**config.mk**
```make
export PLATFORM = sky130hd
export DESIGN_NAME = fifo_burst_reader
export DESIGN_NICKNAME = d
export VERILOG_FILES = /design/src/rtl/fifo_burst_reader.sv
export SDC_FILE = /design/constraint.sdc
export NUM_CORES = 1
export LEC_CHECK = 0
export CORE_MARGIN = 1.5
export CORE_UTILIZATION = 60
export CTS_CLUSTER_SIZE = 16
export DETAILED_ROUTE_END_ITERATION = 7
export PLACE_DENSITY = 0.89
export SETUP_SLACK_MARGIN = 0.5
export SLEW_MARGIN = 20
export SYNTH_ARGS = -nofsm -noshare
export SYNTH_HDL_FRONTEND = slang
export SYNTH_SLANG_ARGS = --single-unit
```
**constraint.sdc**
```tcl
create_clock -name clk -period 3.7 [get_ports clk]
set_input_delay 0.555 -clock clk [delete_from_list [all_inputs] [get_ports clk]]
set_output_delay 0.555 -clock clk [all_outputs]
set_load 0.05 [all_outputs]
```
**src/rtl/fifo_burst_reader.sv**
```systemverilog
// fifo_burst_reader: pulls a burst of `len` words out of an upstream
// synchronous FIFO (one-cycle read latency) and presents them on a
// valid/ready stream through a 4-entry skid buffer, flagging the last word.
//
// Optional build macro FIFO_BURST_READER_PERF_EN adds the starve_cnt port:
// number of RUN cycles spent waiting on an empty FIFO while reads are still
// owed, saturating, cleared on rst and on an accepted start.
module fifo_burst_reader #(
   parameter int WIDTH = 16,
   parameter int LEN_W = 8
) (
   input  logic             clk,
   input  logic             rst,
   input  logic             start,
   input  logic [LEN_W-1:0] len,
   output logic             busy,
   output logic             done,
   input  logic             fifo_empty,
   output logic             fifo_r_en,
   input  logic [WIDTH-1:0] fifo_data,
   output logic             m_valid,
   input  logic             m_ready,
   output logic [WIDTH-1:0] m_data,
   output logic             m_last
`ifdef FIFO_BURST_READER_PERF_EN
   ,
   output logic [15:0]      starve_cnt
`endif
);

   typedef enum logic [1:0] {
      ST_IDLE = 2'd0,
      ST_RUN  = 2'd1,
      ST_DONE = 2'd2
   } state_t;

   localparam logic [LEN_W-1:0] LEN_ZERO = {LEN_W{1'b0}};
   localparam logic [LEN_W-1:0] LEN_ONE  = LEN_W'(1'b1);
   localparam logic [LEN_W:0]   CNT_ONE  = (LEN_W + 1)'(1'b1);
   localparam logic [WIDTH-1:0] DATA_ZERO = {WIDTH{1'b0}};

   state_t           state_q, state_d;
   logic [LEN_W-1:0] len_q, len_d;
   logic [LEN_W-1:0] rd_cnt_q, rd_cnt_d;    // reads issued this burst
   logic [LEN_W-1:0] out_cnt_q, out_cnt_d;  // words handed downstream
   logic             pend_q, pend_d;        // a read was issued last cycle
   logic [1:0]       wr_ptr_q, wr_ptr_d;
   logic [1:0]       rd_ptr_q, rd_ptr_d;
   logic [2:0]       occ_q, occ_d;          // buffer occupancy 0..4
   logic [WIDTH-1:0] obuf_q [4];
   logic [WIDTH-1:0] obuf_d [4];

   logic             start_acc_s;
   logic             rd_more_s;
   logic [3:0]       inflight_s;
   logic             rd_en_s;
   logic             m_valid_s;
   logic             pop_s;
   logic             last_s;

   // Handshake and read-enable decode shared by every other block.
   always_comb begin
      start_acc_s = (state_q == ST_IDLE) & start;
      rd_more_s   = (rd_cnt_q < len_q);
      inflight_s  = {1'b0, occ_q} + {3'b000, pend_q};
      // rst gates the read so no FIFO word is consumed and then thrown away
      // in the reset cycle.
      rd_en_s     = ~rst & (state_q == ST_RUN) & ~fifo_empty & rd_more_s
                    & (inflight_s < 4'd4);
      m_valid_s   = (occ_q != 3'd0);
      pop_s       = m_valid_s & m_ready;
      // Widened compare so a 2^LEN_W-1 word burst cannot wrap.
      last_s      = (({1'b0, out_cnt_q} + CNT_ONE) == {1'b0, len_q});
   end

   // Burst state machine next-state.
   always_comb begin
      state_d = state_q;
      case (state_q)
         ST_IDLE: begin
            if (start) begin
               if (len == LEN_ZERO) begin
                  state_d = ST_DONE;
               end else begin
                  state_d = ST_RUN;
               end
            end else begin
               state_d = ST_IDLE;
            end
         end
         ST_RUN: begin
            if (pop_s && last_s) begin
               state_d = ST_DONE;
            end else begin
               state_d = ST_RUN;
            end
         end
         ST_DONE: begin
            state_d = ST_IDLE;
         end
         default: begin
            state_d = ST_IDLE;
         end
      endcase
   end

   // Burst length and read/output counters; all restart on an accepted start.
   always_comb begin
      len_d     = start_acc_s ? len : len_q;
      rd_cnt_d  = start_acc_s ? LEN_ZERO :
                  (rd_en_s ? (rd_cnt_q + LEN_ONE) : rd_cnt_q);
      out_cnt_d = start_acc_s ? LEN_ZERO :
                  (pop_s ? (out_cnt_q + LEN_ONE) : out_cnt_q);
      pend_d    = rd_en_s;
   end

   // Output buffer: capture the word returned one cycle after each read,
   // pop the head on a handshake; both in one cycle leaves occupancy as is.
   always_comb begin
      wr_ptr_d = pend_q ? (wr_ptr_q + 2'd1) : wr_ptr_q;
      rd_ptr_d = pop_s ? (rd_ptr_q + 2'd1) : rd_ptr_q;
      case ({pend_q, pop_s})
         2'b10:   occ_d = occ_q + 3'd1;
         2'b01:   occ_d = occ_q - 3'd1;
         default: occ_d = occ_q;
      endcase
      for (int i = 0; i < 4; i++) begin
         obuf_d[i] = (pend_q && (wr_ptr_q == 2'(i))) ? fifo_data : obuf_q[i];
      end
   end

   // State register.
   always_ff @(posedge clk) begin
      if (rst) begin
         state_q <= ST_IDLE;
      end else begin
         state_q <= state_d;
      end
   end

   // Counter, pointer and in-flight registers.
   always_ff @(posedge clk) begin
      if (rst) begin
         len_q     <= LEN_ZERO;
         rd_cnt_q  <= LEN_ZERO;
         out_cnt_q <= LEN_ZERO;
         pend_q    <= 1'b0;
         wr_ptr_q  <= 2'd0;
         rd_ptr_q  <= 2'd0;
         occ_q     <= 3'd0;
      end else begin
         len_q     <= len_d;
         rd_cnt_q  <= rd_cnt_d;
         out_cnt_q <= out_cnt_d;
         pend_q    <= pend_d;
         wr_ptr_q  <= wr_ptr_d;
         rd_ptr_q  <= rd_ptr_d;
         occ_q     <= occ_d;
      end
   end

   // Buffer storage; cleared on reset so m_data reads zero afterwards.
   always_ff @(posedge clk) begin
      if (rst) begin
         for (int i = 0; i < 4; i++) begin
            obuf_q[i] <= DATA_ZERO;
         end
      end else begin
         for (int i = 0; i < 4; i++) begin
            obuf_q[i] <= obuf_d[i];
         end
      end
   end

`ifdef FIFO_BURST_READER_PERF_EN
   logic [15:0] starve_q, starve_d;

   // Starvation counter next value: saturating count of empty-FIFO stalls.
   always_comb begin
      if (start_acc_s) begin
         starve_d = 16'h0000;
      end else if ((state_q == ST_RUN) && fifo_empty && rd_more_s
                   && (starve_q != 16'hFFFF)) begin
         starve_d = starve_q + 16'h0001;
      end else begin
         starve_d = starve_q;
      end
   end

   // Starvation counter register.
   always_ff @(posedge clk) begin
      if (rst) begin
         starve_q <= 16'h0000;
      end else begin
         starve_q <= starve_d;
      end
   end

   assign starve_cnt = starve_q;
`endif

   assign busy      = (state_q == ST_RUN) || (state_q == ST_DONE);
   assign done      = (state_q == ST_DONE);
   assign fifo_r_en = rd_en_s;
   assign m_valid   = m_valid_s;
   assign m_data    = obuf_q[rd_ptr_q];
   assign m_last    = m_valid_s & last_s;

endmodule

```
==> reports/metrics.yaml <==
drt:
  post_drt_wl_per_cell_um: 17.98
  firstDrtPassIters: 4
  wl_um: 9907
  vias: 3222
  vias_per_cell: 5.848
  drtAntennaViolNets: 0
  drt-initial-drc-count: 189
  drc_errors: 0
die:
  fp.dieW_um: 92.16
  coreArea_sq_um: 7727
  io_pins: 50
  start_util: 0.6172
  dieArea_sq_um: 8493
  die_y_um: 92.16
  rows: 32
critical_path:
  r2r_cells: 9
  cp.depth: 2
  rr_startpoint: "occ_q[2]$_SDFFE_PP0P_"
  cp_data_required_time_ns: 3.14
  path_buf_inv: 1
  cpPeakStageDelay_ns: 0.84
  end_kind: "primary output"
  crit_family: "flip-flops"
  arrival_ns: 2.39
  crit_path_start_kind: "flop"
  crit_fanout: 16
  cp_slowest_cell: "dfxtp_1"
  r2r_setup_slack_ns: 1.32
  endpoint: "m_data[12]"
  r2r_end: "occ_q[2]$_SDFFE_PP0P_"
  worstSetupPathType: "reg2out"
  crit_path_cell_trace: "mux4_2, clkdlybuf4s50_1"
grt:
  grt_usage: 0.2496
  grt_max_degree: 49
  grt_antenna_before_repair: 0
  grt_first_pass_wirelength_um: 15980
  overflow: 0
  first_global_vias: 3228
synth:
  ys_seq_area_frac: 0.5540
  synth_top_area_share: 0.4029
  ys_top_cells_by_area: "edfxtp_1 40%, dfxtp_1 15%, mux4_2 7.6%"
  yosysUniqueCellTypes: 43
  netlist_instances: 402
  ys_ff_latch: 100
  syn_area_sq_um: 4770
  syn_avg_cell_area_sq_um: 11.86
  synth_common_cells: "64 x edfxtp_1, 52 x and3_1, 36 x dfxtp_1, 34 x nor2_1, 33 x nand2_1"
  synth_top_cell_by_area: "edfxtp_1"
  synth_edf_count: 64
  synth.net_count: 449
  async_flop_share: 0
  synth_flop_cell: "edfxtp_1"
  ys.warnings.count: 0
  yosysMostFrequentCell: "edfxtp_1"
clocking:
  htree_levels: 3
  cts_max_path_buffers: 2
  cts_setup_buffers: 0
  hold_buffers: 0
  insertion_delay_ns: 0.36
  cts_tree: "yes"
  cts.reportedPaths.clkPinSlew_ns: 0.09
  cts_sinks: 100
  cts_made_buffers: 9
  cts_root_buf: "clkbuf_8"
timing:
  fmax_mhz: 339.3
  period_share: 0.7965
  slew_violations: 0
  hold_viol_final: 0
  max_slew_margin: 0.2768
  timing.clock.skew_ns: 0.007624
  tns_ns: 0
  report.final.setup_viol: 0
  rsz0062_at_grt: "no"
  tightest_slew_ns: 1.081
  post-route-min-period_ns: 2.947
placed_design:
  placed_cell_area_sq_um: 5345
  portBuffers: 49
  gp_congestion: 0.8373
  hpwl_um: 6647
power_and_ir_drop:
  ir_drop_mv: 0.2234
  p_leak_nw: 2.134
  powerDensity_nw_per_um2: 427.5
  p_total_mw: 2.363
final_layout:
  fill_cells: 506
  n_antenna_cell: 0
  layout.nets: 492
  syn_to_final_growth_pct: 15.92
  drive_gt1_frac: 0.1024
  finalInstanceArea_sq_um: 5529
hold_path:
  hold_path.class: "reg2reg"
outcome:
  status: "complete, no violations"
flow_run:
  max-cap-violations: 0
## through the flow
| step | hold slack (ns) | setup slack, ns | cells | utilization |
|---|---|---|---|---|
| 6_report | 0.4907 | 0.7528 | 551 | 0.7155 |
| 5_1_grt | 0.5145 | 0.6622 | 551 | 0.7155 |
| 4_1_cts | 0.4948 | 0.5557 | 551 | 0.7160 |
| 3_5_place_dp | 0.4830 | 0.6982 | 536 | 0.6917 |
| 3_3_place_gp | 0.4703 | 0.7789 | 536 | 0.6917 |
| 2_1_floorplan | 0.4504 | 1.066 | 402 | - |
## cell type report
cell class	count	area, sq um	area share
sequential	100	2643	0.4779
multi-input combinational	264	1984	0.3589
timing repair buffer	52	518.0	0.09369
tap	102	127.6	0.02308
clock buffer	9	123.9	0.02240
inverter	18	67.56	0.01222
clock inverter	6	65.06	0.01177
## tightest hold or removal path: stages, from the launching register on
cell and delay (ns):
dfxtp_1 0.34, nand2_1 0.06, a21oi_1 0.05
## kinds of logic (layout without fill, tap and decap cells)
family	count (synthesis)	count (layout)	synth area share
simple gates	162	162	0.1807
buf+inv	38	85	0.03043
mux	20	20	0.08395
xor+xnor	26	26	0.04774
compound gates	38	38	0.05430
flops	100	100	0.5540
fa+ha+maj	18	18	0.04879
## worst min-delay path by stage
stage                                   start                         to  slack (ns)  cells after the start
global route            len_q[7]$_SDFFE_PP0P_      len_q[7]$_SDFFE_PP0P_        0.51                      2
CTS                     len_q[7]$_SDFFE_PP0P_      len_q[7]$_SDFFE_PP0P_        0.49                      2
global placement    out_cnt_q[1]$_SDFFE_PP0P_  out_cnt_q[1]$_SDFFE_PP0P_        0.47                      2
finish                  len_q[7]$_SDFFE_PP0P_      len_q[7]$_SDFFE_PP0P_        0.49                      2
detailed placement  out_cnt_q[1]$_SDFFE_PP0P_  out_cnt_q[1]$_SDFFE_PP0P_        0.48                      2
floorplan            rd_cnt_q[7]$_SDFFE_PP0P_   rd_cnt_q[7]$_SDFFE_PP0P_        0.45                      2
## cells in the final DEF (no fill, tap or decap), drive strengths merged, types with 5 or more instances in the layout
cell / netlist / routed
dfxtp: 36 / 36
clkbuf: 17 / 10
and2: 17 / 17
nor2: 34 / 34
edfxtp: 64 / 64
a21oi: 17 / 17
nand3: 9 / 9
mux4: 16 / 16
xor2: 7 / 7
or3: 5 / 5
and3: 52 / 52
nand2: 33 / 33
inv: 17 / 18
a211oi: 5 / 5
clkdlybuf4s50: 0 / 47
xnor2: 19 / 19
ha: 17 / 17
## what timing repair did
item	CTS	global route
pin swaps	0	0
resized for setup	1	2
setup endpoints to repair	1	1
## registers in the layout, indices dropped and copies added, names as in the netlist, named ones only
signal / flops
state_q: 2
rd_cnt_q: 8
wr_ptr_q: 2
obuf_q: 64
rd_ptr_q: 2
occ_q: 3
len_q: 8
out_cnt_q: 8
pend_q: 1
## power by group
| group | internal [mW] | switching (mW) | leakage [nW] | total [mW] |
|---|---|---|---|---|
| clock network | 0.310 | 0.373 | 0.0955 | 0.683 |
| logic | 0.168 | 0.257 | 1.08 | 0.425 |
| registers | 1.23 | 0.0265 | 0.954 | 1.25 |
| total | 1.71 | 0.657 | 2.13 | 2.36 |
## metal layers
layer | global-route usage | part of all wire
met1 | 0.2879 | 0.39
met2 | 0.4586 | 0.55
met3 | 0.03483 | 0.041
met5 | 0 | 0
met4 | 0.1090 | 0.020
No activity file was read; power rests on OpenSTA's default activity.
